===== src/rtl/series_pkg.sv =====
// rtl/series_pkg.sv - shared types, defaults and width helpers for the series loader
package series_pkg;

    localparam int N_DEF     = 32;
    localparam int WIDTH_DEF = 32;

    typedef logic [WIDTH_DEF-1:0] word_t;

    localparam word_t PAD_WORD_DEF = 32'h0000_0000;

    typedef enum logic [1:0] {
        EMPTY   = 2'd0,
        FILLING = 2'd1,
        FULL    = 2'd2
    } bank_state_e;

    // CNT_W must hold the value N itself; IDX_W only addresses slots 0..N-1.
    function automatic int cnt_w(input int n);
        return $clog2(n + 1);
    endfunction

    function automatic int idx_w(input int n);
        return $clog2(n);
    endfunction

endpackage


===== src/rtl/series_bank.sv =====
// rtl/series_bank.sv - one N-word batch buffer with state, count and count-masked parallel read
module series_bank
    import series_pkg::*;
#(
    parameter int N                  = N_DEF,
    parameter int WIDTH              = WIDTH_DEF,
    parameter logic [WIDTH-1:0] PAD_WORD = PAD_WORD_DEF,
    localparam int CNT_W             = cnt_w(N),
    localparam int IDX_W             = idx_w(N)
) (
    input  logic               clk,
    input  logic               reset,
    input  logic               we,
    input  logic               close,
    input  logic               rel,
    input  logic [IDX_W-1:0]   wr_idx,
    input  logic [WIDTH-1:0]   wr_data,
    output logic [1:0]         state,
    output logic [CNT_W-1:0]   count,
    output logic [N*WIDTH-1:0] rd_data
);

    logic [WIDTH-1:0] mem [N];
    bank_state_e      state_q;

    // Storage is never cleared: the count mask hides anything stale.
    always_ff @(posedge clk) begin
        if (we) begin
            mem[wr_idx] <= wr_data;
        end
    end

    // A write and a release never target the same bank: a FULL bank blocks writes.
    always_ff @(posedge clk) begin
        if (reset) begin
            state_q <= EMPTY;
            count   <= '0;
        end else if (rel) begin
            state_q <= EMPTY;
            count   <= '0;
        end else if (we) begin
            if (close) begin
                state_q <= FULL;
                count   <= CNT_W'(wr_idx) + CNT_W'(1);
            end else begin
                state_q <= FILLING;
            end
        end
    end

    assign state = state_q;

    always_comb begin
        rd_data = '0;
        for (int k = 0; k < N; k++) begin
            rd_data[k*WIDTH +: WIDTH] = (CNT_W'(k) < count) ? mem[k] : PAD_WORD;
        end
    end

endmodule


===== src/rtl/series_loader.sv =====
// rtl/series_loader.sv - ping-pong word-to-batch packer feeding series_reducer
module series_loader
    import series_pkg::*;
#(
    parameter int N                  = N_DEF,
    parameter int WIDTH              = WIDTH_DEF,
    parameter logic [WIDTH-1:0] PAD_WORD = PAD_WORD_DEF,
    localparam int CNT_W             = cnt_w(N),
    localparam int IDX_W             = idx_w(N)
) (
    input  logic               clk,
    input  logic               reset,
    input  logic [WIDTH-1:0]   in_data,
    input  logic               in_valid,
    input  logic               in_last,
    output logic               in_ready,
    output logic [N*WIDTH-1:0] numbers,
    output logic [CNT_W-1:0]   batch_count,
    output logic               batch_valid,
    input  logic               batch_ready
);

    logic             wr_bank;
    logic             rd_bank;
    logic [IDX_W-1:0] wr_idx;

    logic [1:0]         state0, state1;
    logic [CNT_W-1:0]   count0, count1;
    logic [N*WIDTH-1:0] rd0, rd1;

    logic accept, close, rel;
    logic [1:0] wr_state, rd_state;

    assign wr_state    = wr_bank ? state1 : state0;
    assign rd_state    = rd_bank ? state1 : state0;

    // Ready depends only on registered state and reset, never on in_valid.
    assign in_ready    = (wr_state != FULL) && !reset;
    assign accept      = in_valid && in_ready;
    assign close       = accept && ((wr_idx == IDX_W'(N - 1)) || in_last);

    assign batch_valid = (rd_state == FULL);
    assign rel         = batch_valid && batch_ready;
    assign numbers     = rd_bank ? rd1 : rd0;
    assign batch_count = batch_valid ? (rd_bank ? count1 : count0) : '0;

    always_ff @(posedge clk) begin
        if (reset) begin
            wr_bank <= 1'b0;
            rd_bank <= 1'b0;
            wr_idx  <= '0;
        end else begin
            if (accept) begin
                wr_idx <= close ? '0 : wr_idx + IDX_W'(1);
            end
            if (close) begin
                wr_bank <= ~wr_bank;
            end
            if (rel) begin
                rd_bank <= ~rd_bank;
            end
        end
    end

    series_bank #(.N(N), .WIDTH(WIDTH), .PAD_WORD(PAD_WORD)) u_bank0 (
        .clk     (clk),
        .reset   (reset),
        .we      (accept && !wr_bank),
        .close   (close && !wr_bank),
        .rel     (rel && !rd_bank),
        .wr_idx  (wr_idx),
        .wr_data (in_data),
        .state   (state0),
        .count   (count0),
        .rd_data (rd0)
    );

    series_bank #(.N(N), .WIDTH(WIDTH), .PAD_WORD(PAD_WORD)) u_bank1 (
        .clk     (clk),
        .reset   (reset),
        .we      (accept && wr_bank),
        .close   (close && wr_bank),
        .rel     (rel && rd_bank),
        .wr_idx  (wr_idx),
        .wr_data (in_data),
        .state   (state1),
        .count   (count1),
        .rd_data (rd1)
    );

endmodule


===== config.mk =====
export PLATFORM = sky130hd
export DESIGN_NAME = series_loader
export DESIGN_NICKNAME = d
export VERILOG_FILES = /design/src/rtl/series_pkg.sv /design/src/rtl/series_bank.sv /design/src/rtl/series_loader.sv
export SDC_FILE = /design/constraint.sdc
export NUM_CORES = 2
export LEC_CHECK = 0
export CAP_MARGIN = 0
export CORE_AREA = 2 2 412 414
export CTS_CLUSTER_DIAMETER = 120
export DETAILED_ROUTE_END_ITERATION = 8
export DIE_AREA = 0 0 414 416
export GPL_ROUTABILITY_DRIVEN = 1
export PLACE_DENSITY = 0.71
export SLEW_MARGIN = 20
export SYNTH_ARGS = -nofsm -noshare
export SYNTH_HDL_FRONTEND = slang
export SYNTH_SLANG_ARGS = --single-unit

===== constraint.sdc =====
create_clock -name clk -period 3.5 [get_ports clk]
set_clock_uncertainty 0.05 [all_clocks]
set_input_delay 0.7 -clock clk [delete_from_list [all_inputs] [get_ports clk]]
set_output_delay 0.7 -clock clk [all_outputs]
set_load 0.01 [all_outputs]

==> PnR_summary.wiki <==
{| class="wikitable"
! Metric !! Value
|-
| Worst slew margin || 21.7%
|-
| Combinational power share || 3.3%
|-
| Main combinational cell family by area after synthesis || compound AO/OA/AOI/OAI gates
|-
| Instance area after placement || 0.0910 mm²
|-
| Area share of xor/xnor cells in the synthesized design || 0.0232%
|-
| Port bufs || 1068
|-
| Fin. Hold Viols || 0
|-
| Total number of clock tree sinks || 2071
|-
| Placer's final routability congestion estimate || 0.906
|-
| Sw frac || 21.1%
|-
| Total of warnings raised by yosys || 0
|-
| Reg2reg setup slack || 0.91 ns
|-
| Global-route wire length before repair || 370000 µm
|-
| DRC violation count after routing || 0
|-
| Net switching power || 10.6 mW
|-
| Commonest cells after routing, fill and taps aside || 2048 x edfxtp_1, 761 x a22o_1, 495 x dlygate4sd2_1
|-
| Worst Setup SP || u_bank1.count[1]$_SDFFE_PP0P_
|-
| Number of top-level pins || 1069
|-
| Most common cell after layout, fill and taps aside || edfxtp_1
|-
| Utilization after layout || 58.8%
|-
| End of the worst register-to-register path || u_bank0.mem[30][31]$_DFFE_PP_
|-
| Arrival time of data at the critical path endpoint || 2.87 ns
|-
| Die W || 414 µm
|-
| Count of standard-cell rows || 151
|-
| Total Routing Usage GR || 31.0%
|-
| Register area || 0.0620 mm²
|-
| RSZ-0062 raised after global routing || yes
|-
| Via count of the first global-routing pass || 46200
|-
| Worst r2r src || wr_idx[2]$_SDFFE_PP0N_
|-
| Power density of the placed cells || 508 mW/mm²
|-
| Placeable core area || 0.168 mm²
|-
| Sort of element at the start of the critical path || flip-flop
|-
| Number of DRC markers in iteration 0 || 6448
|-
| Internal cell power || 39.6 mW
|-
| Clk Tree Root Cell || clkbuf_16
|-
| Data required time at the worst endpoint || 2.75 ns
|-
| Type of element capturing the critical path || output port
|-
| Classification of the worst-slack hold path || input port to flip-flop
|-
| Setup WS post-layout || -0.120 ns
|-
| Share of final-layout standard cells stronger than drive strength 1 || 23.5%
|-
| Synthesized instance count || 4200
|-
| Deepest level of the CTS H-tree || 4
|-
| IR drop worst, VDD || 509 µV
|-
| CP Class || flip-flop to output port
|-
| Min Tclk post-route || 3.62 ns
|-
| Routed WL per cell || 35.0 µm
|-
| Post-Synth Adder-Cell Area || 0.0830%
|-
| Dpl hpwl || 162000 µm
|-
| Top flip-flop cell by instance count after synthesis || edfxtp_1
|-
| Maximum root-to-sink buffer count || 3
|-
| Number of iterations in the first detailed-routing pass || 5
|-
| Mux share of post-synthesis cell area || 0.146%
|-
| Netlist area before placement || 0.0754 mm²
|-
| Vertical die dimension || 416 µm
|-
| DR vias || 48700
|-
| Final-report setup violation count || 79
|-
| FMAX || 276 MHz
|-
| Worst skew pair latency || 0.83 ns
|-
| Synthesized area per cell || 18.0 µm²
|-
| Share of synthesized cell area in and, or, nand and nor gates || 4.06%
|-
| Residual overflow from global routing || 0
|-
| Die Footprint || 0.172 mm²
|-
| End point of the critical path || numbers[257]
|-
| Sequential area share after synthesis || 82.2%
|-
| Number of hold buffers added after cts || 0
|-
| Antenna violations before repair || 17
|-
| Clk pwr share || 42.3%
|-
| Ratio of routed vias to standard cells || 6.12
|-
| Post-synthesis compound-gate area fraction || 11.5%
|-
| Slew Limit Fails || 0
|-
| Total clock buffers created by CTS || 200
|-
| Total detailed-routing wirelength || 279000 µm
|-
| Power share of the sequential group || 54.4%
|-
| Maximum number of pins on one net before global-route repair || 65
|-
| Final-layout fill cell count || 12500
|-
| Number of unique standard cell types used by synthesis || 54
|-
| Number of storage elements in the synthesis netlist || 2071
|-
| Outcome || finished, violations left
|-
| Instance count along the most critical hold path || 1
|-
| Post-route cell area || 0.0988 mm²
|-
| Initial core utilization || 44.8%
|-
| Count of max-cap constraint violations || 0
|-
| Total nets after synthesis || 4242
|-
| Highest fanout seen on the critical path || 8
|-
| FFs w/ async S/R, synth || 0%
|-
| Final net count || 5615
|-
| Footprint of the multi-input gates || 0.0133 mm²
|-
| Setup TNS || -1.42 ns
|-
| Fin Hold WS || 0.327 ns
|-
| EDFF count, synth || 2048
|-
| Leak || 35.6 nW
|-
| Portion of the clock cycle consumed by the worst path in the final layout || 103%
|-
| Remaining antenna violation count || 0
|-
| Area added between synthesis and finish || 31.1%
|-
| Reg clk slew, reported paths || 0.07 ns
|-
| CTS tree || built
|-
| Violations in the final reports || setup timing
|-
| Slew @ Worst Pin || 1.18 ns
|-
| Register-to-Register Path Depth || 4
|}
[metrics by stage]
| stage | instances | worst slack, ns | power (mW) |
|---|---|---|---|
| floorplan | 4200 | 0.206 | 28.2 |
| global placement | 7418 | 0.126 | 29.3 |
| detailed placement | 7419 | 0.0217 | 29.3 |
| CTS | 7928 | -0.195 | 50.4 |
| global route | 7960 | -0.172 | 51.3 |
| finish | 7963 | -0.120 | 50.2 |
[sequential cells by signal, summed over array words and instances (netlist names)]
register and cells:
wr_bank 1, u_bank1.mem 1024, u_bank1.state 2, u_bank0.count 6, wr_idx 5, u_bank0.mem 1024, u_bank0.state 2, rd_bank 1
u_bank1.count 6
[synthesized netlist by cell type (9+ instances only)]
master	number	area share, %
nand3_1	139	0.92
nor2b_1	10	0.083
a21oi_1	30	0.20
o21ai_0	93	0.62
buf_6	17	0.25
buf_2	168	1.1
buf_1	9	0.045
clkbuf_1	74	0.37
mux2i_1	11	0.15
buf_4	14	0.14
a22o_1	768	8.9
edfxtp_1	2048	82
o22ai_1	130	1.1
dfxtp_1	23	0.61
nand2_1	415	2.1
nor2_1	120	0.60
o21ai_1	48	0.32
[final cells by class]
class,instances,share of cell area (%)
sequential,2071,62.7
timing repair buffer,1452,14.4
multi-input combinational,1840,13.5
clock buffer,249,5.36
tap,2218,2.81
clock inverter,120,1.13
inverter,8,0.0430
antenna,5,0.0127
[routing by layer]
| layer | track usage (%) | routed length, µm |
|---|---|---|
| met1 | 37.7 | 98400 |
| met5 | 0 | 12 |
| met3 | 7.84 | 27000 |
| met2 | 50.6 | 134000 |
| met4 | 17.8 | 19100 |
[kinds of logic (layout without fill, tap and decap cells)]
| kind of cell | Yosys count | in the layout |
|---|---|---|
| multiplexers | 11 | 11 |
| buffers and inverters | 290 | 1829 |
| other | 0 | 5 |
| XOR/XNOR | 2 | 2 |
| AND/OR/NAND/NOR | 718 | 719 |
| flip-flops | 2071 | 2071 |
| AO/OA/AOI/OAI | 1103 | 1103 |
| adder cells (fa/ha/maj) | 5 | 5 |
[power groups by stage]
| stage | Clock [mW] | Sequential [mW] | Combinational [mW] |
|---|---|---|---|
| after floorplan | 0 | 27.8 | 0.364 |
| after global placement | 0 | 27.8 | 1.47 |
| after detailed placement | 0 | 27.8 | 1.50 |
| after CTS | 21.4 | 27.3 | 1.62 |
| after global routing | 22.4 | 27.3 | 1.67 |
| final | 21.2 | 27.3 | 1.64 |
[worst min-delay path by stage]
stage,to,from
floorplan,u_bank1.state[0]$_SDFFE_PP0P_,u_bank1.state[0]$_SDFFE_PP0P_
global placement,u_bank1.state[0]$_SDFFE_PP0P_,u_bank1.state[0]$_SDFFE_PP0P_
detailed placement,u_bank0.state[0]$_SDFFE_PP0P_,u_bank0.state[0]$_SDFFE_PP0P_
CTS,u_bank0.mem[4][0]$_DFFE_PP_,in_data[0]
global route,u_bank1.mem[30][0]$_DFFE_PP_,in_data[0]
finish,u_bank1.mem[12][30]$_DFFE_PP_,in_data[30]
[timing repair]
action | CTS | global route
gates resized for setup | 1943 | 543
endpoints found under the setup margin | 1029 | 628
gates cloned | 39 | 11
buffers inserted | 104 | 27
pin swaps | 49 | 48
[critical path: stages, from the launching register on]
cell	delay [ns]
dfxtp_4	0.36
buf_6	0.12
or2_4	0.27
nor2_4	0.15
buf_6	0.13
buf_6	0.09
o21ai_4	0.06
buf_12	0.15
buf_16	0.17
buf_6	0.12
a22o_1	0.23
buf_6	0.12
Power figures use the tool's default switching activity.
